File: config.mk
export PLATFORM = sky130hd
export DESIGN_NAME = graphics_cmd_master
export DESIGN_NICKNAME = d
export VERILOG_FILES = /design/src/rtl/graphics_cmd_master.sv
export SDC_FILE = /design/constraint.sdc
export NUM_CORES = 1
export LEC_CHECK = 0
export BUFFER_PORTS_ARGS = -buffer_cell sky130_fd_sc_hd__buf_2
export CAP_MARGIN = 15
export CORE_UTILIZATION = 25
export DETAILED_ROUTE_END_ITERATION = 10
export HOLD_SLACK_MARGIN = 0.12
export SLEW_MARGIN = 20
export SYNTH_ARGS = -nofsm -noshare
export SYNTH_HDL_FRONTEND = slang
export SYNTH_SLANG_ARGS = --single-unit
File: constraint.sdc
create_clock -name Clk -period 5.93 [get_ports Clk]
set_clock_uncertainty 0.2 [all_clocks]
set_input_delay 0 -clock Clk [delete_from_list [all_inputs] [get_ports Clk]]
set_output_delay 0 -clock Clk [all_outputs]
set_load 0.02 [all_outputs]
File: src/rtl/graphics_cmd_master.sv
// Bus initiator for the graphics controller: loads the six draw registers with
// 68k-style write cycles, then polls the status register until drawing ends.
module graphics_cmd_master #(
   parameter int HOLD_CYCLES = 2,
   parameter int POLL_LIMIT  = 1024
) (
   input  logic        Clk,
   input  logic        Reset_L,
   input  logic        Req_Valid,
   output logic        Req_Ready,
   input  logic [9:0]  Req_X1,
   input  logic [9:0]  Req_Y1,
   input  logic [9:0]  Req_X2,
   input  logic [9:0]  Req_Y2,
   input  logic [7:0]  Req_Colour,
   input  logic [15:0] Req_Cmd,
   output logic [15:0] AddressOut,
   output logic [15:0] DataOutToCtrl,
   input  logic [15:0] DataInFromCtrl,
   output logic        GraphicsCS_L,
   output logic        AS_L,
   output logic        UDS_L,
   output logic        LDS_L,
   output logic        RW,
   output logic        Done,
   output logic        Timeout
);

   localparam int PW_RAW = $clog2(POLL_LIMIT + 1);
   localparam int PW     = (PW_RAW < 11) ? 11 : PW_RAW;
   localparam int HW     = (HOLD_CYCLES > 1) ? $clog2(HOLD_CYCLES) : 1;
   localparam logic [HW-1:0] HOLD_LAST = HW'(HOLD_CYCLES - 1);
   localparam logic [PW-1:0] POLL_MAX  = PW'(POLL_LIMIT);

   typedef enum logic [3:0] {
      S_IDLE      = 4'd0,
      S_W_SETUP   = 4'd1,
      S_W_STROBE  = 4'd2,
      S_W_RELEASE = 4'd3,
      S_P_SETUP   = 4'd4,
      S_P_STROBE  = 4'd5,
      S_P_RELEASE = 4'd6,
      S_DONE      = 4'd7,
      S_TOUT      = 4'd8
   } state_t;

   state_t          state_q, state_d;
   logic [2:0]      idx_q, idx_d;
   logic [HW-1:0]   hold_q, hold_d;
   logic [PW-1:0]   polls_q, polls_d;
   logic            busy_q, busy_d;
   logic            accept_s;
   logic [9:0]      x1_q, y1_q, x2_q, y2_q;
   logic [7:0]      colour_q;
   logic [15:0]     cmd_q;
   logic [15:0]     addr_q, addr_d, data_q, data_d;
   logic            cs_q, cs_d, strb_q, strb_d, rw_q, rw_d;
   logic            ready_q, ready_d, done_q, done_d, tout_q, tout_d;

   // Register address for write slot idx; command goes last because it starts the draw.
   function automatic logic [15:0] wr_addr(input logic [2:0] idx);
      case (idx)
         3'd0:    wr_addr = 16'h0002;
         3'd1:    wr_addr = 16'h0004;
         3'd2:    wr_addr = 16'h0006;
         3'd3:    wr_addr = 16'h0008;
         3'd4:    wr_addr = 16'h000E;
         default: wr_addr = 16'h0000;
      endcase
   endfunction

   function automatic logic [15:0] wr_data(input logic [2:0] idx);
      case (idx)
         3'd0:    wr_data = {6'd0, x1_q};
         3'd1:    wr_data = {6'd0, y1_q};
         3'd2:    wr_data = {6'd0, x2_q};
         3'd3:    wr_data = {6'd0, y2_q};
         3'd4:    wr_data = {8'd0, colour_q};
         default: wr_data = cmd_q;
      endcase
   endfunction

   // Next-state logic; bus outputs are decoded from the next state so they are registered.
   always_comb begin
      state_d  = state_q;
      idx_d    = idx_q;
      hold_d   = hold_q;
      polls_d  = polls_q;
      busy_d   = busy_q;
      addr_d   = addr_q;
      data_d   = data_q;
      accept_s = 1'b0;
      case (state_q)
         S_IDLE: begin
            if (Req_Valid) begin
               accept_s = 1'b1;
               state_d  = S_W_SETUP;
               idx_d    = 3'd0;
               polls_d  = '0;
               addr_d   = 16'h0002;
               data_d   = {6'd0, Req_X1};
            end else begin
               state_d  = S_IDLE;
            end
         end
         S_W_SETUP: begin
            hold_d  = '0;
            state_d = S_W_STROBE;
         end
         S_W_STROBE: begin
            if (hold_q == HOLD_LAST) begin
               state_d = S_W_RELEASE;
            end else begin
               hold_d  = hold_q + {{(HW-1){1'b0}}, 1'b1};
            end
         end
         S_W_RELEASE: begin
            if (idx_q == 3'd5) begin
               state_d = S_P_SETUP;
               addr_d  = 16'h0000;
            end else begin
               idx_d   = idx_q + 3'd1;
               state_d = S_W_SETUP;
               addr_d  = wr_addr(idx_q + 3'd1);
               data_d  = wr_data(idx_q + 3'd1);
            end
         end
         S_P_SETUP: begin
            hold_d  = '0;
            state_d = S_P_STROBE;
         end
         S_P_STROBE: begin
            if (hold_q == HOLD_LAST) begin
               busy_d  = DataInFromCtrl[0];
               polls_d = polls_q + {{(PW-1){1'b0}}, 1'b1};
               state_d = S_P_RELEASE;
            end else begin
               hold_d  = hold_q + {{(HW-1){1'b0}}, 1'b1};
            end
         end
         S_P_RELEASE: begin
            // A not-busy reading wins even when this was the last permitted poll.
            if (!busy_q) begin
               state_d = S_DONE;
            end else if (polls_q >= POLL_MAX) begin
               state_d = S_TOUT;
            end else begin
               state_d = S_P_SETUP;
            end
         end
         S_DONE:  state_d = S_IDLE;
         S_TOUT:  state_d = S_IDLE;
         default: state_d = S_IDLE;
      endcase

      cs_d    = !((state_d == S_W_SETUP) || (state_d == S_W_STROBE) ||
                  (state_d == S_P_SETUP) || (state_d == S_P_STROBE));
      strb_d  = !((state_d == S_W_STROBE) || (state_d == S_P_STROBE));
      rw_d    = !((state_d == S_W_SETUP) || (state_d == S_W_STROBE) ||
                  (state_d == S_W_RELEASE));
      ready_d = (state_d == S_IDLE);
      done_d  = (state_d == S_DONE);
      tout_d  = (state_d == S_TOUT);
   end

   // State, counters and registered bus outputs.
   always_ff @(posedge Clk or negedge Reset_L) begin
      if (!Reset_L) begin
         state_q <= S_IDLE;
         idx_q   <= 3'd0;
         hold_q  <= '0;
         polls_q <= '0;
         busy_q  <= 1'b0;
         addr_q  <= 16'h0000;
         data_q  <= 16'h0000;
         cs_q    <= 1'b1;
         strb_q  <= 1'b1;
         rw_q    <= 1'b1;
         ready_q <= 1'b1;
         done_q  <= 1'b0;
         tout_q  <= 1'b0;
      end else begin
         state_q <= state_d;
         idx_q   <= idx_d;
         hold_q  <= hold_d;
         polls_q <= polls_d;
         busy_q  <= busy_d;
         addr_q  <= addr_d;
         data_q  <= data_d;
         cs_q    <= cs_d;
         strb_q  <= strb_d;
         rw_q    <= rw_d;
         ready_q <= ready_d;
         done_q  <= done_d;
         tout_q  <= tout_d;
      end
   end

   // Request capture on acceptance.
   always_ff @(posedge Clk or negedge Reset_L) begin
      if (!Reset_L) begin
         x1_q     <= 10'd0;
         y1_q     <= 10'd0;
         x2_q     <= 10'd0;
         y2_q     <= 10'd0;
         colour_q <= 8'd0;
         cmd_q    <= 16'd0;
      end else if (accept_s) begin
         x1_q     <= Req_X1;
         y1_q     <= Req_Y1;
         x2_q     <= Req_X2;
         y2_q     <= Req_Y2;
         colour_q <= Req_Colour;
         cmd_q    <= Req_Cmd;
      end
   end

   assign Req_Ready     = ready_q;
   assign AddressOut    = addr_q;
   assign DataOutToCtrl = data_q;
   assign GraphicsCS_L  = cs_q;
   assign AS_L          = strb_q;
   assign UDS_L         = strb_q;
   assign LDS_L         = strb_q;
   assign RW            = rw_q;
   assign Done          = done_q;
   assign Timeout       = tout_q;

endmodule
Word-level counts from Yosys, hierarchy flattened
Index checks and enable logic that the tools add are counted.
Storage, ports and cells
  register bits: 122
  bits of input ports: 83
  logic and storage cells: 89
Operators by class
  add/subtract/negate cells: 3
  order comparisons: 1
  equal/unequal tests: 21
  muxes and demuxes: 25
  reduce and logical (&&, ||, !) cells: 20
Operator list (number)
  $pmux 16 s5: 1
  $pmux 16 s2: 2
  $mux 16: 3
  $pmux 4 s7: 1
  $eq 4x3->1 const B: 6
  $mux 11: 2
  $pmux 11 s2: 1
  $mux 4: 5
  $pmux 4 s5: 1
  $eq 4x2->1 const B: 4
  $add 11x1->11 const B: 1
  $ge 11x11->1 const B: 1
  $mux 3: 3
  $eq 4x1->1 const B: 2
  $logic_not 4->1: 2
  $eq 3x2->1 const B: 2
  $eq 3x3->1 const B: 2
  $ne 2x2->1 const B: 3
  $pmux 3 s2: 1
  $reduce_and 3->1: 2
  $reduce_bool 2->1: 3
  $logic_or 1x1->1: 5
  $eq 4x4->1 const B: 1
  $mux 1: 4
  other kinds (8): 12

Longest topological paths before layout
Gate-level depths: netlist (run 1).
  word-level depth: 9
  mapped depth: 9

Worst setup path before layout (run 1)
OpenSTA, ideal clock, no wires.
  path type: reg-to-reg
  start point: register idx_q[0]
  end point: register data_q[0] (netlist: DataOutToCtrl[0])
  setup time: 0.079 ns
  data arrival time: 1.913 ns
  path slack: 3.737 ns
  stages on the path, launching flop included: 8
  path buffers: 0
  period minus slack after synthesis: 2.193 ns
  cell sequence: dfrtp_1 -> ha_1 -> ha_1 -> o31a_1 -> nor3_2 -> nand2_1 -> a31o_2 -> a2bb2oi_1
Between the ends
  word-level cells in the longest chain between the ends: 5
  elaborated cells between the ends (all ways): 12
RTL lines
  start, declared: RTL line 48  | logic [2:0] idx_q, idx_d;
  start signal, assigned: RTL line 184  | idx_q <= idx_d;
  $add 3x1->3: RTL line 125  | data_d = wr_data(idx_q + 3'd1);
  $eq 3x3->1, or another cell as far along: RTL line 73  | case (idx)
  $pmux 16 s5: RTL line 73
  $mux 16: RTL line 118  | if (idx_q == 3'd5) begin
  $pmux 16 s2: RTL line 93  | case (state_q)
  end signal, assigned: RTL line 189  | data_q <= data_d;
  end, declared: RTL line 56  | logic [15:0] addr_q, addr_d, data_q, data_d;
Several ways; a longest one is shown, not always the timed one. The select of a mux whose other input is x is not followed.
A chain may end at the register's enable or synchronous reset.

Worst setup path after layout (run 1)
  start point: register idx_q[1]
  end point: register data_q[9] (netlist: DataOutToCtrl[9])
Same word-level chain as after synthesis.

==> results of run 1 <==
-- worst max-delay path by stage --
stage               slack [ns]                  from  cells past startpoint                           end
finish                    3.06  idx_q[1]$_DFFE_PN0P_                      8  DataOutToCtrl[9]$_DFFE_PN0P_
global route              2.84  idx_q[0]$_DFFE_PN0P_                      7  DataOutToCtrl[8]$_DFFE_PN0P_
floorplan                 3.74  idx_q[0]$_DFFE_PN0P_                      7  DataOutToCtrl[0]$_DFFE_PN0P_
global placement          3.05  idx_q[1]$_DFFE_PN0P_                      8  DataOutToCtrl[9]$_DFFE_PN0P_
CTS                       3.02  idx_q[1]$_DFFE_PN0P_                      8  DataOutToCtrl[9]$_DFFE_PN0P_
detailed placement        3.03  idx_q[1]$_DFFE_PN0P_                      8  DataOutToCtrl[9]$_DFFE_PN0P_
-- cell families (layout without fill, tap and decap cells) --
kind of cell,Yosys count,count (layout),share of synthesized area (%)
flops,109,109,53.1
xor+xnor,7,7,1.19
simple gates,271,271,22.1
fa+ha+maj,7,7,1.70
buf+inv,62,203,6.61
compound gates,87,87,13.4
other cells,1,13,0.0729
mux,9,9,1.87
-- synthesized netlist by cell type (3+ instances only) --
cell         n
buf_2        7
xor2_1       3
a22o_1       9
inv_1       16
nor4_1       3
clkbuf_1    18
xnor2_1      4
ha_1         7
nand2_1    222
a222oi_1     9
a2bb2oi_2    6
mux2i_1      7
dfrtp_1    105
a31o_2       8
dfstp_2      4
buf_4       18
or3_1        4
nor2_1      15
o21ai_0     24
o21a_1       3
nand3_1      7
nor3_1       3
a21oi_1      7
-- stage by stage --
stage / instance area [µm²] / hold WS, ns
final: 6860 / 0.159
after global routing: 6860 / 0.174
after CTS: 6860 / 0.150
after detailed placement: 5780 / -0.138
after global placement: 5780 / -0.142
after floorplan: 5190 / -0.496
-- layout make-up --
type	count	area share, %
well taps	270	4.92
clock buffers	11	3.54
repair buffers	171	18.2
flip-flops and latches	109	39.8
multi-input cells	394	31.1
inverters	16	0.875
clock inverters	5	1.55
-- state kept, by name (all words and copies together) (netlist names), 3 cells and up --
register and cells:
AddressOut 3, cmd_q 16, colour_q 8, polls_q 11, DataOutToCtrl 16, state_q 4
y2_q 10, x1_q 10, y1_q 10, idx_q 3, x2_q 10
-- critical path, delay by kind of cell (launching register included) --
kind,cells,cell delay (ns)
compound gates,2,0.29
flops,1,0.40
mux,1,0.33
fa+ha+maj,1,0.55
buf+inv,2,0.37
simple gates,2,0.61
-- per-layer routing --
layer,vias up,track usage (%),part of all wire [%]
met4,0,3.11,0.43
met1,2062,18.3,46
met2,105,22.2,49
met5,-,0,0
li1,2110,-,-
met3,6,3.61,5.3
-- power by group --
part           total, mW  leakage [nW]  switching, mW  internal, mW
registers           1.28          1.37          0.209          1.07
clock network      0.712         0.172          0.285         0.427
logic               1.43          1.77          0.864         0.565
total               3.42          3.32           1.36          2.06
-- what timing repair did --
item | CTS | global route
hold endpoints to repair | 130 | 0
hold buffers | 72 | 0
setup buffers | 0 | 0
==> results.tsv, run 1 <==
stage	metric	value	unit
floorplan	Die H	145	µm
sta	max-slew violation count	0	
detailed_routing	per-cell routed wire length	14.0	µm
finish	fillers	2077	
hold_path	type of the tightest min-delay check	in2reg	
setup_path	RR Startpoint	idx_q[1]$_DFFE_PN0P_	
detailed_routing	Via density	4.39	
sta	FMAX	0.348	GHz
clock_network	H-tree Lvls	3	
hold_path	hold path start	Req_X2[5]	
setup_path	slowest CP cell	ha_1	
finish	layout cells sized above 1	20.7	%
hold_path	WHS Path Cells	4	
detailed_routing	Detailed Route WL	13.7	mm
detailed_routing	via count	4283	
sta	Final Hold Viols	0	
sta	post-route clock period utilization	48.4	%
floorplan	Core Footprint	20200	µm²
setup_path	Critical Path AT	2.92	ns
detailed_routing	DRT iter0 DRCs	218	
global_route	antenna violations before repair	0	
sta	setup tns final	0	ns
placement	pre-CTS worst setup slack	3.03	ns
setup_path	Reg2Reg Depth	8	
placement	PortBufs	94	
sta	final setup margin	3.06	ns
logic_synthesis	Ys Warns	0	
sta	final-report setup violation count	0	
detailed_routing	post-route ant nets	0	
clock_network	Clock Latency Late Sink	0.36	ns
placement	Placed Instances	888	
setup_path	WP data required	5.97	ns
finish	Layout Cells excl Fill	976	
logic_synthesis	Synth area leaders	dfrtp_1, nand2_1, buf_4, o21ai_0, dfstp_2	
logic_synthesis	synth unique cells	57	
finish	Util after Layout	33.9	%
floorplan	I/O pin cnt	123	
clock_network	CTS sink cnt	109	
setup_path	Worst R2R Setup Slack	3.06	ns
finish	register area	2730	µm²
finish	most frequent cells in the layout	nand2_1, dfrtp_1, buf_2	
pwr	total power	3.42	mW
sta	post-layout minimum cycle time	2.87	ns
clock_network	Clock transition at path regs	0.07	ns
logic_synthesis	ys flop type	dfrtp_1	
clock_network	Num CTS Buffers	9	
logic_synthesis	synthesized area per cell	9.30	µm²
setup_path	kind of critical path	reg2reg	
logic_synthesis	Yosys reg bits	109	
detailed_routing	Residual DRC	0	
hold_path	Hold EP	x2_q[5]$_DFFE_PN0P_	
logic_synthesis	top cell type's share of synthesized area	51.1	%
sta	relative slew slack	43.5	%
pwr	worst vdd ir	0.227	mV
pwr	leakage	3.32	nW
clock_network	clk buf depth	2	
setup_path	CP endpoint kind	flip-flop	
finish	Final nets	791	
setup_path	slowest cell delay on critical path	0.55	ns
placement	routability cong.	0.792	
global_route	total gr overflow	0	
floorplan	die area	21200	µm²
floorplan	initial core utilization	25.4	%
finish	Layout area overhead	33.4	%
finish	Multi-input gate area	2130	µm²
floorplan	Rows	52	
setup_path	crit path cell chain	inv_1 -> ha_1 -> nand2_1 -> or3_1 -> a21oi_2 -> a311oi_4 -> buf_4 -> mux2_4	
logic_synthesis	Cell Area, Synth	5140	µm²
logic_synthesis	Post-synth ARST share	100	%
global_route	GRT Util Overall	13.7	%
global_route	global-route wire length before repair	22.4	mm
sta	RSZ-0062 raised after global routing	false	
finish	commonest non-fill, non-tap cell in the layout	nand2_1	
placement	Detail Placement HPWL	8.61	mm
logic_synthesis	post-synthesis sequential area ratio	53.1	%
logic_synthesis	Syn Inst Count	553	
sta	Worst Max-Slew Pin Slew	0.843	ns
setup_path	CP startpoint kind	flip-flop	
setup_path	RR Endpoint	DataOutToCtrl[9]$_DFFE_PN0P_	
clock_network	Post-CTS Resized	0	
setup_path	CP max FO	19	
clock_network	Root Driver	clkbuf_16	
global_route	vias in the first global route	4210	
logic_synthesis	EDFF count, synth	0	
floorplan	chip width	145	µm
detailed_routing	drt first pass iters	7	
logic_synthesis	cell taking the most area after synthesis	dfrtp_1	
outcome	status	finished, final reports clean	
pwr	Pwr Density	498	nW/µm²
run	Max-Cap Viols	0	
finish	n_diodes	0	
clock_network	CTS tree	built	
global_route	largest net degree at the start of global routing	75	
No activity file was read; power rests on OpenSTA's default activity.
==> inputs of run 2 (changes only) <==
==> constraint.sdc (replaced) <==
create_clock -name Clk -period 2.8 [get_ports Clk]
set_clock_uncertainty 0.2 [all_clocks]
set_input_delay 0 -clock Clk [delete_from_list [all_inputs] [get_ports Clk]]
set_output_delay 0 -clock Clk [all_outputs]
set_load 0.02 [all_outputs]
==> results.tsv, run 2 (synthesis results as in run 1) <==
stage	metric	value	unit
outcome	status	finished, final reports clean	
detailed_routing	post-route ant nets	0	
floorplan	initial core utilization	25.4	%
clock_network	clk buf depth	2	
setup_path	Worst Setup SP	state_q[0]$_DFF_PN0_	
detailed_routing	drt first pass iters	5	
hold_path	WHS Path Cells	4	
setup_path	RR Endpoint	x2_q[2]$_DFFE_PN0P_	
setup_path	RR Startpoint	state_q[0]$_DFF_PN0_	
detailed_routing	highest metal used	met4	
clock_network	H-tree Lvls	3	
finish	Layout Cells excl Fill	990	
setup_path	slowest CP cell	dlygate4sd3_1	
sta	relative slew slack	66.3	%
floorplan	I/O pin cnt	123	
placement	Detail Placement HPWL	9.10	mm
pwr	Clk pwr share	16.8	%
setup_path	crit path cell chain	nor3_2 -> and3_2 -> buf_12 -> nand2_1 -> nand2_1 -> dlygate4sd3_1	
floorplan	Core Footprint	20200	µm²
floorplan	die area	21200	µm²
pwr	NetSw	2.93	mW
sta	Worst Max-Slew Pin Slew	0.506	ns
finish	Final nets	806	
pwr	Pwr Density	1030	nW/µm²
finish	commonest non-fill, non-tap cell in the layout	nand2_1	
sta	FMAX	0.395	GHz
setup_path	Worst R2R Setup Slack	0.27	ns
setup_path	CP max FO	40	
sta	post-route clock period utilization	90.5	%
clock_network	Clock Latency Late Sink	0.36	ns
pwr	Sequential Power Share	38.0	%
detailed_routing	Detailed Route WL	13.9	mm
finish	register area	2730	µm²
hold_path	Hold EP	colour_q[7]$_DFFE_PN0P_	
floorplan	chip width	145	µm
pwr	internal power	4.25	mW
sta	post-layout minimum cycle time	2.53	ns
setup_path	kind of critical path	reg2reg	
setup_path	slowest cell delay on critical path	0.55	ns
hold_path	hold path start	Req_Colour[7]	
placement	pre-CTS worst setup slack	0.435	ns
placement	Placed Instances	900	
setup_path	Critical Path AT	2.63	ns
clock_network	Post-CTS Setup Bufs	0	
detailed_routing	Met1 Wirelength	6.33	mm
detailed_routing	Via density	4.39	
finish	n_diodes	0	
sta	final-report setup violation count	0	
finish	most frequent cells in the layout	nand2_1, dfrtp_1, buf_2	
setup_path	Most common cell on crit path	nand2_1	
finish	fillers	2094	
detailed_routing	DRT iter0 DRCs	256	
hold_path	type of the tightest min-delay check	in2reg	
setup_path	CP startpoint kind	flip-flop	
run	Max-Cap Viols	0	
placement	PortBufs	94	
floorplan	Rows	52	
setup_path	Reg2Reg Depth	6	
pwr	worst vdd ir	0.523	mV
finish	Multi-input gate area	2140	µm²
detailed_routing	met2 routed WL	6.72	mm
clock_network	Clock transition at path regs	0.08	ns
finish	layout cells sized above 1	21.8	%
global_route	GRT Util Overall	14.1	%
pwr	Comb power frac	45.2	%
global_route	largest net degree at the start of global routing	55	
floorplan	Die H	145	µm
global_route	global-route wire length before repair	23.3	mm
sta	Final Hold Viols	0	
placement	routability cong.	0.767	
setup_path	CP endpoint kind	flip-flop	
pwr	leakage	3.36	nW
sta	setup tns final	0	ns
global_route	total gr overflow	0	
detailed_routing	via count	4347	
finish	Util after Layout	34.4	%
pwr	Sw Share	40.8	%
setup_path	Buffers & Inverters on Critical Path	2	
pwr	total power	7.18	mW
clock_network	CTS tree	built	
global_route	vias in the first global route	4490	
clock_network	Root Driver	clkbuf_16	
clock_network	Num CTS Buffers	9	
detailed_routing	per-cell routed wire length	14.1	µm
sta	RSZ-0062 raised after global routing	false	
setup_path	WP data required	2.89	ns
sta	final setup margin	0.267	ns
global_route	antenna violations before repair	0	
setup_path	delay-heaviest family, CP	simple AND/OR/NAND/NOR gates	
detailed_routing	met3 WL	744	µm
finish	Layout area overhead	35.2	%
clock_network	CTS sink cnt	109	
sta	max-slew violation count	0	
detailed_routing	Residual DRC	0	
## run 2: worst register-to-register path, delay by kind of cell (launching register included)
family / cells / cell delay [ns]
buffers and inverters: 2 / 0.81
DFF: 1 / 0.54
and+or+nand+nor: 4 / 0.93
## run 2: through the flow
| step | hold slack (ns) | instance area [µm²] |
|---|---|---|
| 6_report | 0.165 | 6960 |
| 3_5_place_dp | -0.0710 | 5920 |
| 3_3_place_gp | -0.0710 | 5920 |
| 2_1_floorplan | -0.496 | 5190 |
| 5_1_grt | 0.189 | 6960 |
| 4_1_cts | 0.145 | 6950 |
## run 2: timing repair
action,CTS,global route
hold endpoints to repair,193,0
resized for setup,0,1
hold buffers,75,0
setup endpoints to repair,0,4
## run 2: how the worst max path moves through the flow
stage	end	slack (ns)	cells after the start
4_1_cts	x2_q[2]$_DFFE_PN0P_	0.18	6
3_3_place_gp	DataOutToCtrl[9]$_DFFE_PN0P_	0.48	8
6_report	x2_q[2]$_DFFE_PN0P_	0.27	6
5_1_grt	y1_q[3]$_DFFE_PN0P_	0.09	6
3_5_place_dp	DataOutToCtrl[9]$_DFFE_PN0P_	0.43	8
2_1_floorplan	DataOutToCtrl[0]$_DFFE_PN0P_	0.61	7
## run 2: cell type report
| type | count | area share [%] |
|---|---|---|
| clock buffer | 11 | 3.35 |
| clock inverter | 4 | 0.504 |
| timing repair buffer | 186 | 20.4 |
| sequential | 109 | 39.3 |
| tap | 270 | 4.86 |
| multi-input combinational | 394 | 30.8 |
| inverter | 16 | 0.863 |
## run 2: power groups by stage
stage / Combinational, mW / Sequential [mW] / Clock (mW)
after detailed placement: 3.15 / 2.75 / 0
final: 3.25 / 2.73 / 1.21
after floorplan: 2.17 / 2.77 / 0
after CTS: 3.29 / 2.72 / 1.25
after global placement: 3.09 / 2.74 / 0
after global routing: 3.64 / 2.82 / 1.31
## run 2: routing by layer
layer | GRT usage, % | vias to the layer above
li1 | - | 2131
met1 | 18.6 | 2084
met2 | 23.3 | 121
met3 | 3.64 | 11
met4 | 2.63 | 0
met5 | 0 | -
==> inputs of run 3 (changes only) <==
--- a/config.mk
+++ b/config.mk
@@ -8,8 +8,10 @@
 export BUFFER_PORTS_ARGS = -buffer_cell sky130_fd_sc_hd__buf_2
 export CAP_MARGIN = 15
 export CORE_UTILIZATION = 25
+export CTS_CLUSTER_DIAMETER = 100
 export DETAILED_ROUTE_END_ITERATION = 10
 export HOLD_SLACK_MARGIN = 0.12
+export PLACE_DENSITY_LB_ADDON = 0.1
 export SLEW_MARGIN = 20
 export SYNTH_ARGS = -nofsm -noshare
 export SYNTH_HDL_FRONTEND = slang
==> results.tsv, run 3 (synthesis results as in run 1) <==
stage	metric	value	unit
pwr	Comb power frac	43.9	%
pwr	Sw Share	40.5	%
clock_network	Num CTS Buffers	9	
sta	Worst Max-Slew Pin Slew	0.540	ns
clock_network	Post-CTS Resized	0	
clock_network	Clock Latency Late Sink	0.35	ns
setup_path	WP data required	2.89	ns
global_route	global-route wire length before repair	23.8	mm
clock_network	Post-CTS Hold Buffers	76	
sta	post-layout minimum cycle time	2.46	ns
detailed_routing	drt first pass iters	4	
detailed_routing	via count	4324	
detailed_routing	DRT iter0 DRCs	241	
global_route	GRT Util Overall	14.4	%
hold_path	Hold EP	cmd_q[2]$_DFFE_PN0P_	
placement	Detail Placement HPWL	9.73	mm
setup_path	Critical Path AT	2.55	ns
placement	PortBufs	94	
sta	post-route clock period utilization	87.9	%
floorplan	initial core utilization	25.4	%
setup_path	CP max FO	75	
global_route	vias in the first global route	4515	
sta	max-slew violation count	0	
clock_network	CTS tree	built	
sta	Final Hold Viols	0	
pwr	leakage	3.39	nW
sta	RSZ-0062 raised after global routing	false	
setup_path	kind of critical path	reg2reg	
detailed_routing	Via density	4.37	
global_route	antenna violations before repair	0	
finish	Final nets	805	
run	Max-Cap Viols	0	
setup_path	CP startpoint kind	flip-flop	
setup_path	Worst R2R Setup Slack	0.34	ns
pwr	internal power	4.36	mW
pwr	worst vdd ir	0.360	mV
sta	FMAX	0.406	GHz
setup_path	Reg2Reg Depth	6	
finish	n_diodes	0	
placement	routability cong.	0.721	
clock_network	H-tree Lvls	3	
pwr	Clk pwr share	18.7	%
hold_path	WHS Path Cells	4	
clock_network	Clock transition at path regs	0.08	ns
floorplan	Rows	52	
clock_network	Root Driver	clkbuf_16	
hold_path	hold path start	Req_Cmd[2]	
global_route	largest net degree at the start of global routing	76	
sta	relative slew slack	64.0	%
finish	Layout area overhead	35.6	%
clock_network	CTS sink cnt	109	
global_route	total gr overflow	0	
pwr	NetSw	2.96	mW
sta	setup tns final	0	ns
pwr	Sequential Power Share	37.4	%
setup_path	RR Startpoint	state_q[0]$_DFF_PN0_	
floorplan	Die H	145	µm
hold_path	type of the tightest min-delay check	in2reg	
pwr	Pwr Density	1050	nW/µm²
detailed_routing	Detailed Route WL	14.4	mm
pwr	total power	7.33	mW
clock_network	clk buf depth	2	
detailed_routing	per-cell routed wire length	14.6	µm
finish	layout cells sized above 1	21.8	%
setup_path	CP endpoint kind	flip-flop	
outcome	status	finished, final reports clean	
detailed_routing	post-route ant nets	0	
floorplan	chip width	145	µm
clock_network	Post-CTS Setup Bufs	0	
floorplan	Core Footprint	20200	µm²
detailed_routing	Residual DRC	0	
floorplan	I/O pin cnt	123	
finish	most frequent cells in the layout	nand2_1, dfrtp_1, buf_2	
sta	final-report setup violation count	0	
setup_path	RR Endpoint	y2_q[6]$_DFFE_PN0P_	
floorplan	die area	21200	µm²
finish	commonest non-fill, non-tap cell in the layout	nand2_1	
## run 3: changes by cell type in the layout (fill, tap and decap cells not counted)
cell | previous run | this run
bufinv_16 | 0 | 1
nor3_2 | 2 | 1
clkinvlp_4 | 2 | 0
buf_12 | 4 | 2
clkbuf_1 | 2 | 0
dlygate4sd3_1 | 74 | 75
nor3_1 | 2 | 3
clkbuf_8 | 0 | 2
clkinv_4 | 1 | 3
## run 3: area by class of cell
| class | instances | area (µm²) |
|---|---|---|
| clock buffers | 11 | 253 |
| clock inverters | 5 | 67.6 |
| fillers | 2098 | 13300 |
| inverters | 16 | 60.1 |
| multi-input cells | 394 | 2130 |
| flip-flops and latches | 109 | 2730 |
| well taps | 270 | 338 |
| repair buffers | 185 | 1390 |
## run 3: worst max path at each step
| stage | from | to | slack [ns] | cells after the start |
|---|---|---|---|---|
| floorplan | idx_q[0]$_DFFE_PN0P_ | DataOutToCtrl[0]$_DFFE_PN0P_ | 0.61 | 7 |
| global placement | idx_q[1]$_DFFE_PN0P_ | DataOutToCtrl[8]$_DFFE_PN0P_ | 0.49 | 8 |
| detailed placement | idx_q[1]$_DFFE_PN0P_ | DataOutToCtrl[8]$_DFFE_PN0P_ | 0.41 | 8 |
| CTS | state_q[0]$_DFF_PN0_ | y2_q[6]$_DFFE_PN0P_ | 0.32 | 6 |
| global route | state_q[0]$_DFF_PN0_ | colour_q[5]$_DFFE_PN0P_ | 0.15 | 6 |
| finish | state_q[0]$_DFF_PN0_ | y2_q[6]$_DFFE_PN0P_ | 0.34 | 6 |
## run 3: critical path, cell delays in order, from the launching register on
cell	delay, ns
dfrtp_1	0.53
nor3_1	0.37
and3_2	0.26
buf_12	0.32
nand2_1	0.11
nand2_1	0.06
dlygate4sd3_1	0.54
## run 3: layer usage
layer | routed length (µm) | global-route usage, %
met1 | 6900 | 19.0
met2 | 6730 | 23.9
met3 | 597 | 2.54
met4 | 201 | 4.74
met5 | 0 | 0
## run 3: power by group through the flow
| stage | clock (mW) | combinational [mW] | sequential (mW) |
|---|---|---|---|
| 3_5_place_dp | 0 | 3.12 | 2.76 |
| 5_1_grt | 1.50 | 3.62 | 2.83 |
| 3_3_place_gp | 0 | 3.07 | 2.75 |
| 4_1_cts | 1.42 | 3.30 | 2.74 |
| 6_report | 1.37 | 3.22 | 2.74 |
| 2_1_floorplan | 0 | 2.17 | 2.77 |
## run 3: per-stage QoR
step                      cell area, µm²  util [%]  std cells  setup slack, ns  hold slack [ns]
final                               6970      34.5        990            0.339            0.168
after global routing                6970      34.5        990            0.145            0.174
after CTS                           6970      34.5        990            0.322            0.145
after detailed placement            5880      29.0        898            0.413          -0.0880
after global placement              5880      29.0        898            0.492          -0.0915
after floorplan                     5190         -        565            0.607           -0.496
